===== src/rtl/axis_pha_acq_controller.sv =====
// ---------------------------------------------------------------------------
// axis_pha_acq_controller
//
// Runs one spectrum acquisition around a pulse height analyzer:
//   IDLE  -> waits for a cfg_start rising edge
//   CLEAR -> optionally writes zero to every histogram BRAM word, one per cycle
//   RUN   -> releases the analyzer from reset and passes its events through
//            to the histogrammer, counting cycles and accepted events
//   DONE  -> holds the status counters until the next start edge
// A run stops on the live-time limit, the event-count limit or cfg_stop.
//
// Ports
//   aclk, aresetn                 clock, asynchronous active-low reset
//   cfg_start/stop/clear          control levels from the PS
//   cfg_time, cfg_count           run limits (0 = unlimited)
//   pha_aresetn                   analyzer reset, high only during RUN
//   s_axis_*                      event stream from the analyzer
//   m_axis_*                      gated event stream to the histogrammer
//   bram_porta_*                  histogram BRAM port used for clearing
//   sts_state, sts_time, sts_count  status back to the PS
// ---------------------------------------------------------------------------
module axis_pha_acq_controller #(
  parameter int AXIS_TDATA_WIDTH = 16,
  parameter int TIME_WIDTH       = 32,
  parameter int EVNT_WIDTH       = 32,
  parameter int BRAM_ADDR_WIDTH  = 14,
  parameter int BRAM_DATA_WIDTH  = 32
) (
  input  logic                        aclk,
  input  logic                        aresetn,

  input  logic                        cfg_start,
  input  logic                        cfg_stop,
  input  logic                        cfg_clear,
  input  logic [TIME_WIDTH-1:0]       cfg_time,
  input  logic [EVNT_WIDTH-1:0]       cfg_count,

  output logic                        pha_aresetn,

  output logic                        s_axis_tready,
  input  logic [AXIS_TDATA_WIDTH-1:0] s_axis_tdata,
  input  logic                        s_axis_tvalid,

  input  logic                        m_axis_tready,
  output logic [AXIS_TDATA_WIDTH-1:0] m_axis_tdata,
  output logic                        m_axis_tvalid,

  output logic                        bram_porta_clk,
  output logic                        bram_porta_rst,
  output logic [BRAM_ADDR_WIDTH-1:0]  bram_porta_addr,
  output logic [BRAM_DATA_WIDTH-1:0]  bram_porta_wrdata,
  output logic                        bram_porta_we,

  output logic [1:0]                  sts_state,
  output logic [TIME_WIDTH-1:0]       sts_time,
  output logic [EVNT_WIDTH-1:0]       sts_count
);

  typedef enum logic [1:0] {
    ST_IDLE  = 2'd0,
    ST_CLEAR = 2'd1,
    ST_RUN   = 2'd2,
    ST_DONE  = 2'd3
  } state_t;

  state_t                      r_state;
  state_t                      w_next_state;

  logic                        r_start_d;
  logic                        r_pha_aresetn;
  logic [TIME_WIDTH-1:0]       r_time;
  logic [EVNT_WIDTH-1:0]       r_count;
  logic [BRAM_ADDR_WIDTH-1:0]  r_addr;

  logic                        w_start_ok;
  logic                        w_xfer;
  logic                        w_terminal;
  logic                        w_addr_last;
  logic [TIME_WIDTH-1:0]       w_time_inc;
  logic [EVNT_WIDTH-1:0]       w_count_inc;

  // A start is honoured only from IDLE/DONE and never while an abort is held.
  assign w_start_ok  = cfg_start & ~r_start_d & ~cfg_stop &
                       ((r_state == ST_IDLE) || (r_state == ST_DONE));
  assign w_xfer      = s_axis_tvalid & m_axis_tready;
  assign w_addr_last = (r_addr == {BRAM_ADDR_WIDTH{1'b1}});
  assign w_time_inc  = r_time + TIME_WIDTH'(1);
  assign w_count_inc = r_count + EVNT_WIDTH'(1);

  // The current cycle is the last RUN cycle; its transfer and tick still count.
  assign w_terminal  = ((cfg_time != '0) && (w_time_inc == cfg_time)) ||
                       ((cfg_count != '0) && w_xfer && (w_count_inc == cfg_count)) ||
                       cfg_stop;

  // ---------------- state register ----------------
  // NOTE: all clocked state uses non-blocking assignments so every flop
  // samples pre-edge values regardless of process ordering.
  always_ff @(posedge aclk or negedge aresetn) begin
    if (!aresetn) r_state <= ST_IDLE;
    else          r_state <= w_next_state;
  end

  // ---------------- next-state logic ----------------
  // NOTE: default assignment first so no path through the case infers a latch.
  always_comb begin
    w_next_state = r_state;
    case (r_state)
      ST_IDLE, ST_DONE: if (w_start_ok) w_next_state = cfg_clear ? ST_CLEAR : ST_RUN;
      ST_CLEAR: begin
        if (cfg_stop)         w_next_state = ST_IDLE;
        else if (w_addr_last) w_next_state = ST_RUN;
      end
      ST_RUN:   if (w_terminal) w_next_state = ST_DONE;
      default:  w_next_state = ST_IDLE;
    endcase
  end

  // ---------------- outputs ----------------
  always_comb begin
    m_axis_tvalid = 1'b0;
    s_axis_tready = 1'b1;  // drain stale analyzer output outside RUN
    bram_porta_we = 1'b0;
    case (r_state)
      ST_RUN: begin
        m_axis_tvalid = s_axis_tvalid;
        s_axis_tready = m_axis_tready;
      end
      ST_CLEAR: bram_porta_we = ~cfg_stop;  // abort drops the write at once
      default: ;
    endcase
  end

  // ---------------- datapath registers ----------------
  always_ff @(posedge aclk or negedge aresetn) begin
    if (!aresetn) begin
      r_start_d     <= 1'b0;
      r_pha_aresetn <= 1'b0;
      r_time        <= '0;
      r_count       <= '0;
      r_addr        <= '0;
    end else begin
      r_start_d     <= cfg_start;
      // Registered from the next state so the analyzer reset is glitch-free
      // and releases exactly on the first RUN cycle.
      r_pha_aresetn <= (w_next_state == ST_RUN);

      if (w_start_ok) begin
        r_time  <= '0;
        r_count <= '0;
      end else if (r_state == ST_RUN) begin
        r_time <= w_time_inc;
        if (w_xfer && (r_count != {EVNT_WIDTH{1'b1}})) r_count <= w_count_inc;
      end

      // Address wraps to 0 after the last word, ready for the next clear.
      if ((r_state == ST_CLEAR) && !cfg_stop) r_addr <= r_addr + BRAM_ADDR_WIDTH'(1);
      else                                    r_addr <= '0;
    end
  end

  assign pha_aresetn       = r_pha_aresetn;
  assign m_axis_tdata      = s_axis_tdata;
  assign bram_porta_clk    = aclk;
  assign bram_porta_rst    = ~aresetn;
  assign bram_porta_addr   = r_addr;
  assign bram_porta_wrdata = '0;
  assign sts_state         = r_state;
  assign sts_time          = r_time;
  assign sts_count         = r_count;

endmodule


===== config.mk =====
export PLATFORM = sky130hd
export DESIGN_NAME = axis_pha_acq_controller
export DESIGN_NICKNAME = d
export VERILOG_FILES = /design/src/rtl/axis_pha_acq_controller.sv
export SDC_FILE = /design/constraint.sdc
export NUM_CORES = 1
export LEC_CHECK = 0
export CAP_MARGIN = 20
export CORE_ASPECT_RATIO = 1.4
export CORE_MARGIN = 5
export CORE_UTILIZATION = 35
export CTS_BUF_LIST = sky130_fd_sc_hd__clkbuf_4 sky130_fd_sc_hd__clkbuf_8 sky130_fd_sc_hd__clkbuf_16
export DETAILED_ROUTE_END_ITERATION = 6
export PLACE_DENSITY = 0.62
export SLEW_MARGIN = 5
export SYNTH_ARGS = -nofsm -noshare
export SYNTH_HDL_FRONTEND = slang
export SYNTH_SLANG_ARGS = --single-unit

===== constraint.sdc =====
create_clock -name aclk -period 6.87 [get_ports aclk]
set_clock_uncertainty 0.15 [all_clocks]
set_input_delay 0.687 -clock aclk [delete_from_list [all_inputs] [get_ports aclk]]
set_output_delay 0.687 -clock aclk [all_outputs]
set_load 0.05 [all_outputs]

### After elaboration in Yosys (flattened, before gate mapping)

Cells that the tools add are included.

| cells by class | value |
|---|---|
| mux-type cells | 15 |
| reductions and logical operators | 16 |
| equality and inequality tests | 8 |
| bitwise operators | 7 |
| $add $sub $neg | 3 |

Operator list:

| kind | count |
|---|---|
| $mux W32 | 5 |
| $add A32 B1 Y32 const B | 2 |
| $eq A32 B32 Y1 | 2 |
| $reduce_bool A32 Y1 | 2 |
| $ne A32 B32 Y1 const B | 1 |
| $add A14 B1 Y14 const B | 1 |
| $eq A14 B14 Y1 const B | 1 |
| $mux W14 | 1 |
| $mux W2 | 5 |
| $eq A2 B2 Y1 const B | 3 |
| $pmux W2 S3 | 1 |
| $logic_and A1 B1 Y1 | 5 |
| $and A1 B1 Y1 | 4 |
| $reduce_bool A2 Y1 | 2 |
| $logic_or A1 B1 Y1 | 3 |
| $mux W1 | 3 |
| $not A1 Y1 | 3 |
| $eq A2 B1 Y1 const B | 1 |
| $logic_not A2 Y1 | 1 |
| $reduce_and A2 Y1 | 1 |
| $reduce_or A2 Y1 | 1 |
| $logic_not A1 Y1 | 1 |

| storage, ports and cells | value |
|---|---|
| register bits | 82 |
| word-level logic and storage cells | 55 |

### Longest topological paths before layout

Gate-level depths: netlist of the first run.

| depth | value |
|---|---|
| depth after elaboration | 8 |
| depth in mapped cells | 12 |
| mapped depth without buffers | 10 |

==> results.json, run 1 <==
{
  "wirelength_mm": 20.9,
  "seq_area_frac_synth_pct": 31.1,
  "tightest_slew_ns": 0.749,
  "drtPass1Iterations": 5,
  "die_area_um2": 21700,
  "worstRegToRegCells": 9,
  "final_hold_viol_count": 0,
  "layout.cells.non_filler": 1150,
  "route.detailed.drc": 0,
  "portBuffers": 156,
  "regToRegStartpoint": "sts_count[0]",
  "final_area_um2": 8370,
  "initial_core_util_pct": 35.4,
  "place_inst": 1131,
  "io_pins": 221,
  "place_area_um2": 8010,
  "vias": 6069,
  "synthSimpleGateAreaFrac_pct": 29.7,
  "crit_fanout": 2,
  "crit_end": "bram_porta_clk",
  "core_um2": 18600,
  "detail_route.wl_per_cell_um": 18.1,
  "critPathSlowestCell": "clkdlybuf4s50_1",
  "synthTopCellsByCount": "nor2_1, xor2_1, dfrtp_1",
  "synth_seq_cells": 82,
  "crit_type": "clk -> out",
  "drive_gt1_share_pct": 4.53,
  "dp_hpwl_mm": 16.0,
  "antenna_found_initial": 0,
  "synth_compound_area_share_pct": 7.19,
  "num-fill-cells": 1855,
  "synthMuxAreaShare_pct": 0.797,
  "synth-xor-area-share_pct": 20.6,
  "die_w_um": 126,
  "ant_nets": 0,
  "synthFlopType": "dfrtp_1",
  "synth.largest_area_cell": "dfrtp_1",
  "power.leakage_uw": 0.00321,
  "p_sw_uw": 939,
  "power_frac_comb_pct": 41.2,
  "power_frac_seq_pct": 31.8,
  "post-cts-setup-buffer-count": 0,
  "drv_cap": 0,
  "synth_cells": 795,
  "rows": 59,
  "end_kind": "output pin",
  "crit_family": "buffers and inverters",
  "grt_overflow": 0,
  "vdd_drop_max_mv": 0.169,
  "vias_per_cell": 5.28,
  "drtIter0Drc": 488,
  "synth_top_family_by_area": "simple AND/OR/NAND/NOR gates",
  "clk_pin_slew_ns": 0.07,
  "crit_buf_inv": 3,
  "grt_pass1_vias": 6085,
  "antenna_cells": 0,
  "critical_path_depth": 3,
  "async_flop_share_pct": 100,
  "p_int_uw": 1200,
  "hold_class": "in -> async",
  "gp_congestion": 0.945,
  "hold_buffers": 0,
  "max_slew_margin_pct": 49.8,
  "path_cells": "clkbuf_16 > clkbuf_16 > clkdlybuf4s50_1",
  "synth_area_um2": 6590,
  "grt.total_usage_pct": 19.0,
  "nets": 993,
  "rsz0062_at_grt": "no",
  "fp.dieH_um": 172,
  "tns_ns": 0,
  "cpMostUsedCell": "clkbuf_16",
  "insertion_delay_ns": 0.45,
  "slew_viol_final": 0,
  "synth.avg_cell_area_um2": 8.29,
  "ctsResizeCount": 0,
  "p_per_area_nw_per_um2": 255,
  "r2r-end": "pha_aresetn",
  "grt_pass1_wl_mm": 33.0,
  "finalSetupViolCount": 0,
  "outcome": "finished, final reports clean",
  "synth_top_area_share_pct": 31.1,
  "post_synth_num_cell_types": 62,
  "ys_top_cells_by_area": "dfrtp_1, xor2_1, xnor2_1",
  "yosys.cell_count.top_type": "nor2_1",
  "start_kind": "clock port",
  "cts_tree": "done",
  "flow.area_growth_from_synthesis_pct": 26.9,
  "critical_path.startpoint": "aclk",
  "yosysWarnings": 0,
  "synth_fa_ha_area_share_pct": 0.949,
  "synth-edff-count": 0,
  "clkPwrFrac_pct": 27.0,
  "reg2reg_setup_slack_ns": 3.52,
  "grt_start_max_net_pins": 68,
  "crit_arrival_ns": 4.37,
  "max_stage_delay_ns": 0.69,
  "critical_path_required_ns": 6.03,
  "swShare_pct": 44.0
}
==> kinds of logic after synthesis <==
family,Yosys count
AOI/OAI and AO/OA,72
xor gates and xnor gates,155
adders and majority gates,5
buffers and inverters,106
DFF,82
muxes,5
other,1
and+or+nand+nor,369
==> layout make-up <==
class / instances / area, um^2 / share of cell area [%]
repair buffers: 159 / 1580 / 18.9
inverters: 7 / 26.3 / 0.314
multi-input cells: 638 / 4040 / 48.3
flip-flops and latches: 82 / 2050 / 24.5
clock inverters: 6 / 43.8 / 0.523
well taps: 244 / 305 / 3.65
clock buffers: 14 / 318 / 3.80
==> power by group through the flow <==
stage	combinational, uW	sequential, uW	clock, uW
final	879	680	577
after global routing	946	694	614
after global placement	882	683	33.6
after floorplan	479	822	31.4
after CTS	886	680	594
after detailed placement	884	687	33.6
==> layer usage <==
metal | wire length (um) | vias up | global-route usage (%) | share of wire [%]
li1 | - | 2881 | - | -
met1 | 8450 | 2886 | 22.7 | 41
met2 | 10400 | 244 | 32.7 | 50
met3 | 1250 | 58 | 3.80 | 6.0
met4 | 792 | 0 | 9.15 | 3.8
met5 | 0 | - | 0 | 0
==> metrics by stage <==
step | power, uW | utilization (%) | hold slack [ns] | worst slack, ns
floorplan | 1330 | - | 0.241 | 2.43
global placement | 1600 | 43.1 | 0.331 | 1.93
detailed placement | 1600 | 43.1 | 0.333 | 1.93
CTS | 2160 | 45.0 | 0.0102 | 1.65
global route | 2250 | 45.0 | 0.0298 | 1.64
finish | 2140 | 45.0 | 0.0124 | 1.66
==> sequential cells by signal, summed over array words and instances (netlist names) <==
signal / flops
r_start_d: 1
sts_state: 2
sts_time: 32
pha_aresetn: 1
bram_porta_addr: 14
sts_count: 32
==> worst min path at each step <==
stage,from,to,cells after the start
2_1_floorplan,aresetn,bram_porta_addr[0],0
3_3_place_gp,bram_porta_addr[0],bram_porta_addr[0],1
3_5_place_dp,bram_porta_addr[0],bram_porta_addr[0],1
4_1_cts,aresetn,sts_count[0],1
5_1_grt,aresetn,sts_count[0],1
6_report,aresetn,sts_count[0],1
==> layout by cell type, fill, tap and decap left out, types with 3 or more instances in the layout <==
| master | count |
|---|---|
| buf_4 | 5 |
| nor2_1 | 97 |
| nand3_1 | 42 |
| a211oi_1 | 3 |
| o2111ai_1 | 4 |
| xor2_1 | 84 |
| mux2i_1 | 3 |
| conb_1 | 32 |
| a21oi_1 | 19 |
| dfrtp_1 | 82 |
| clkinv_4 | 3 |
| clkdlybuf4s50_1 | 155 |
| or3_1 | 10 |
| xnor2_1 | 71 |
| nor4b_1 | 3 |
| inv_1 | 7 |
| clkbuf_16 | 12 |
| nand4_1 | 35 |
| o21ai_0 | 20 |
| nor3b_1 | 4 |
| and4_1 | 16 |
| nand3b_1 | 3 |
| and2_1 | 12 |
| nor3_1 | 18 |
| nor4_1 | 23 |
| nand2_1 | 65 |
| nand2b_1 | 14 |
| ha_1 | 5 |
| a31oi_1 | 6 |
| and3_1 | 8 |
Note: power is estimated with default switching activity, not from simulation.
==> inputs of run 2 (changes only) <==
Clock period 6.87 ns to 4.9 ns, I/O delays scaled along.
==> run 2 against run 1 <==
Critical path depth is the same. Power grew 43%. Critical path type unchanged. Non-clock buffer count up 1.
==> results.json, run 2 (synthesized netlist as in run 1, its figures left out) <==
{
  "multi_input_area_um2": 4040,
  "cts_tree": "done",
  "power.leakage_uw": 0.00321,
  "slew_viol_final": 0,
  "hold_class": "reg -> reg",
  "crit_type": "clk -> out",
  "hold_path.startpoint": "bram_porta_addr[0]",
  "die_area_um2": 21700,
  "insertion_delay_ns": 0.45,
  "grt_overflow": 0,
  "final_hold_viol_count": 0,
  "fp.dieH_um": 172,
  "rsz0062_at_grt": "no",
  "rows": 59,
  "grt.total_usage_pct": 19.4,
  "seqCellArea_um2": 2050,
  "end_kind": "output pin",
  "antenna_found_initial": 0,
  "place_inst": 1131,
  "vdd_drop_max_mv": 0.252,
  "finalSetupViolCount": 0,
  "drive_gt1_share_pct": 4.42,
  "detail_route.wl_per_cell_um": 18.6,
  "portBuffers": 156,
  "start_kind": "clock port",
  "final_cell_mix": "clkdlybuf4s50_1, nor2_1, xor2_1",
  "grt_pass1_vias": 6037,
  "post-route-util_pct": 45.1,
  "flow.area_growth_from_synthesis_pct": 27.4,
  "layout_commonest_cell": "clkdlybuf4s50_1",
  "drv_cap": 0,
  "critical_path.startpoint": "aclk",
  "vias": 6028,
  "antenna_cells": 0,
  "grt_pass1_wl_mm": 33.2,
  "grt_start_max_net_pins": 60,
  "ant_nets": 0,
  "drtIter0Drc": 366,
  "crit_arrival_ns": 3.39,
  "dp_hpwl_mm": 16.5,
  "p_per_area_nw_per_um2": 364,
  "vias_per_cell": 5.24,
  "crit_fanout": 2,
  "outcome": "finished, final reports clean",
  "tns_ns": 0,
  "initial_core_util_pct": 35.4,
  "layout.cells.non_filler": 1150,
  "max_slew_margin_pct": 53.7,
  "num-fill-cells": 1880,
  "clk_pin_slew_ns": 0.06,
  "route.detailed.drc": 0,
  "critical_path_required_ns": 4.26,
  "io_pins": 221,
  "regToRegStartpoint": "sts_count[0]",
  "core_um2": 18600,
  "nets": 994,
  "gp_congestion": 0.945,
  "wirelength_mm": 21.4,
  "die_w_um": 126,
  "drtPass1Iterations": 5,
  "tightest_slew_ns": 0.688
}
==> run 2: timing repair <==
item / CTS / global route
hold endpoints to repair: 33 / 0
hold buffers: 1 / 0
gates resized for setup: 0 / 0
setup buffers: 0 / 0
setup endpoints to repair: 0 / 0
==> run 2: metrics by stage <==
step / setup WS, ns / power, uW / cell area [um^2] / hold slack [ns]
after floorplan: 1.64 / 1870 / 6710 / 0.0444
after global placement: 1.14 / 2250 / 8010 / 0.320
after detailed placement: 1.14 / 2260 / 8010 / 0.319
after CTS: 0.867 / 3100 / 8400 / 0.328
after global routing: 0.864 / 3220 / 8400 / 0.360
final: 0.874 / 3060 / 8400 / 0.326
==> run 2: area by class of cell <==
| class | instances | area share (%) |
|---|---|---|
| repair buffers | 160 | 18.9 |
| multi-input cells | 638 | 48.1 |
| well taps | 244 | 3.64 |
| clock inverters | 4 | 0.626 |
| inverters | 7 | 0.313 |
| flip-flops and latches | 82 | 24.4 |
| clock buffers | 15 | 3.95 |
==> run 2: routing by layer <==
metal  GRT usage [%]  up-vias  share of wire [%]
li1                -     2877                  -
met1            22.7     2858                 40
met2            33.4      230                 50
met3            4.14       63                5.9
met4            10.2        0                4.3
met5               0        -                  0
==> run 2: where the power goes <==
| part | internal (uW) | switching [uW] | leakage, uW |
|---|---|---|---|
| sequential | 763 | 185 | 0.00113 |
| combinational | 452 | 796 | 0.00191 |
| clock | 529 | 330 | 0.000178 |
| total | 1740 | 1310 | 0.00321 |
==> run 2: path summary, 6_finish.rpt <==
kind,end,cells past startpoint,slack [ns]
worst max-delay path,bram_porta_clk,3,0.87
worst min-delay path,bram_porta_addr[0],1,0.33
worst max register to register,pha_aresetn,9,1.57
worst min register to register,bram_porta_addr[0],1,0.33
max in group asynchronous,sts_count[10],3,3.14
min in group asynchronous,sts_time[2],2,0.37
==> run 2: critical path, cell delays in order <==
cell	delay, ns
clkbuf_16	0.12
clkbuf_16	0.12
clkdlybuf4s50_1	0.69
==> inputs of run 3 (changes only) <==
Clock period 4.9 ns to 3.9 ns, I/O delays scaled along.
==> run 3 against run 2 <==
Combinational power up 26%. First-iteration DRC count down 17%. Global-route usage up 0.21 points. Non-clock buffer count up 4. Via count up 2.2%. Sequential cell count unchanged. Worst hold slack worse by 0.030 ns. Critical path type is now reg -> reg. Core utilization up 0.34 points.
==> results.json, run 3 (synthesized netlist as in run 1, its figures left out) <==
{
  "outcome": "finished, final reports clean",
  "grt_overflow": 0,
  "drtPass1Iterations": 5,
  "total_power_uw": 3940,
  "grt.total_usage_pct": 19.6,
  "vias_per_cell": 5.34,
  "crit_fanout": 10,
  "rsz0062_at_grt": "no",
  "tightest_slew_ns": 0.781,
  "hold_class": "in -> reg",
  "tns_ns": 0,
  "max_slew_margin_pct": 47.9,
  "cts_tree": "done",
  "power_frac_seq_pct": 30.3,
  "portBuffers": 156,
  "die_area_um2": 21700,
  "final_hold_viol_count": 0,
  "crit_arrival_ns": 3.74,
  "p_int_uw": 2250,
  "num-fill-cells": 1858,
  "power.leakage_uw": 0.00326,
  "clkPwrFrac_pct": 30.0,
  "route.detailed.drc": 0,
  "drv_cap": 0,
  "drtIter0Drc": 302,
  "p_sw_uw": 1690,
  "r2r-end": "pha_aresetn",
  "antenna_cells": 0,
  "grt_start_max_net_pins": 55,
  "start_kind": "flop",
  "vias": 6163,
  "ant_nets": 0,
  "vdd_drop_max_mv": 0.297,
  "die_w_um": 126,
  "clk_pin_slew_ns": 0.07,
  "end_kind": "flop",
  "insertion_delay_ns": 0.45,
  "final_cell_mix": "clkdlybuf4s50_1, nor2_1, xor2_1",
  "final_area_um2": 8460,
  "p_per_area_nw_per_um2": 466,
  "slew_viol_final": 0,
  "critical_path_required_ns": 4.09,
  "reg2reg_setup_slack_ns": 0.36,
  "ctsResizeCount": 0,
  "place_area_um2": 8040,
  "antenna_found_initial": 0,
  "nets": 998,
  "flow.area_growth_from_synthesis_pct": 28.4,
  "layout_commonest_cell": "clkdlybuf4s50_1",
  "core_um2": 18600,
  "grt_pass1_wl_mm": 33.6,
  "initial_core_util_pct": 35.4,
  "swShare_pct": 42.9,
  "hold_path.startpoint": "cfg_start",
  "drive_gt1_share_pct": 4.94,
  "detail_route.wl_per_cell_um": 18.8,
  "grt_pass1_vias": 6143,
  "hold_path_depth": 1,
  "fmax_mhz": 282,
  "dp_hpwl_mm": 17.0,
  "worstRegToRegCells": 9,
  "io_pins": 221,
  "wirelength_mm": 21.7,
  "regToRegStartpoint": "sts_time[0]",
  "fin_crit_sh_pct": 90.8,
  "finalSetupViolCount": 0,
  "crit_type": "reg -> reg",
  "gp_congestion": 0.929,
  "rows": 59,
  "period_needed_ns": 3.54,
  "fp.dieH_um": 172,
  "power_frac_comb_pct": 39.8,
  "hold_end": "r_start_d"
}
## run 3: changes by cell type in the layout (fill, tap and decap cells not counted), sizes merged
cell      before  now
inv            7   12
clkinvlp       3    0
clkbuf        14   12
buf            5    9
bufinv         1    2
## run 3: worst max-delay path, stage by stage, from the launching register on
cell	delay, ns
dfrtp_1	0.50
ha_1	0.33
and4_1	0.38
nand4_1	0.26
nor4_4	0.62
nor3b_1	0.13
nor4_1	0.44
and4_1	0.30
nand4_1	0.12
and3b_1	0.19
## run 3: routing by layer
layer,vias to the layer above,global-route usage (%),share of wire (%)
met2,260,34.9,51
met3,62,4.64,6.2
met5,-,0,0
met4,0,8.77,3.9
met1,2950,22.3,39
li1,2891,-,-
## run 3: worst max-delay path by stage
stage                       end  depth (start not counted)         start
CTS                 pha_aresetn                          9  sts_count[4]
detailed placement  pha_aresetn                          9  sts_count[4]
finish              pha_aresetn                          9   sts_time[0]
global route        pha_aresetn                          9  sts_count[4]
floorplan           pha_aresetn                         11   sts_time[0]
global placement    pha_aresetn                          9  sts_count[4]
## run 3: repair_timing
item                      in CTS  in global routing
buffers inserted               0                  0
hold endpoints to repair      28                  0
hold buffers                   1                  0
## run 3: metrics by stage
step                      std cells  util, %  hold WS, ns  worst slack (ns)
after floorplan                 826        -      -0.0556             0.705
after global placement         1135     43.2        0.342             0.294
after detailed placement       1135     43.2        0.342             0.314
after CTS                      1155     45.5        0.263             0.294
after global routing           1155     45.5        0.286             0.173
final                          1155     45.5        0.296             0.357
## run 3: layout make-up
| type | count | area [um^2] | share of cell area [%] |
|---|---|---|---|
| Clock buffer | 13 | 310 | 3.67 |
| Clock inverter | 7 | 106 | 1.26 |
| Inverter | 7 | 26.3 | 0.311 |
| Multi-Input combinational cell | 638 | 4040 | 47.8 |
| Sequential cell | 82 | 2050 | 24.3 |
| Tap cell | 244 | 305 | 3.61 |
| Timing Repair Buffer | 164 | 1620 | 19.1 |
## run 3: power groups by stage
| stage | clock (uW) | combinational (uW) | sequential (uW) |
|---|---|---|---|
| after detailed placement | 59.2 | 1580 | 1200 |
| after global placement | 59.2 | 1570 | 1200 |
| after global routing | 1240 | 1680 | 1220 |
| final | 1180 | 1570 | 1190 |
| after floorplan | 55.3 | 843 | 1450 |
| after CTS | 1210 | 1580 | 1190 |
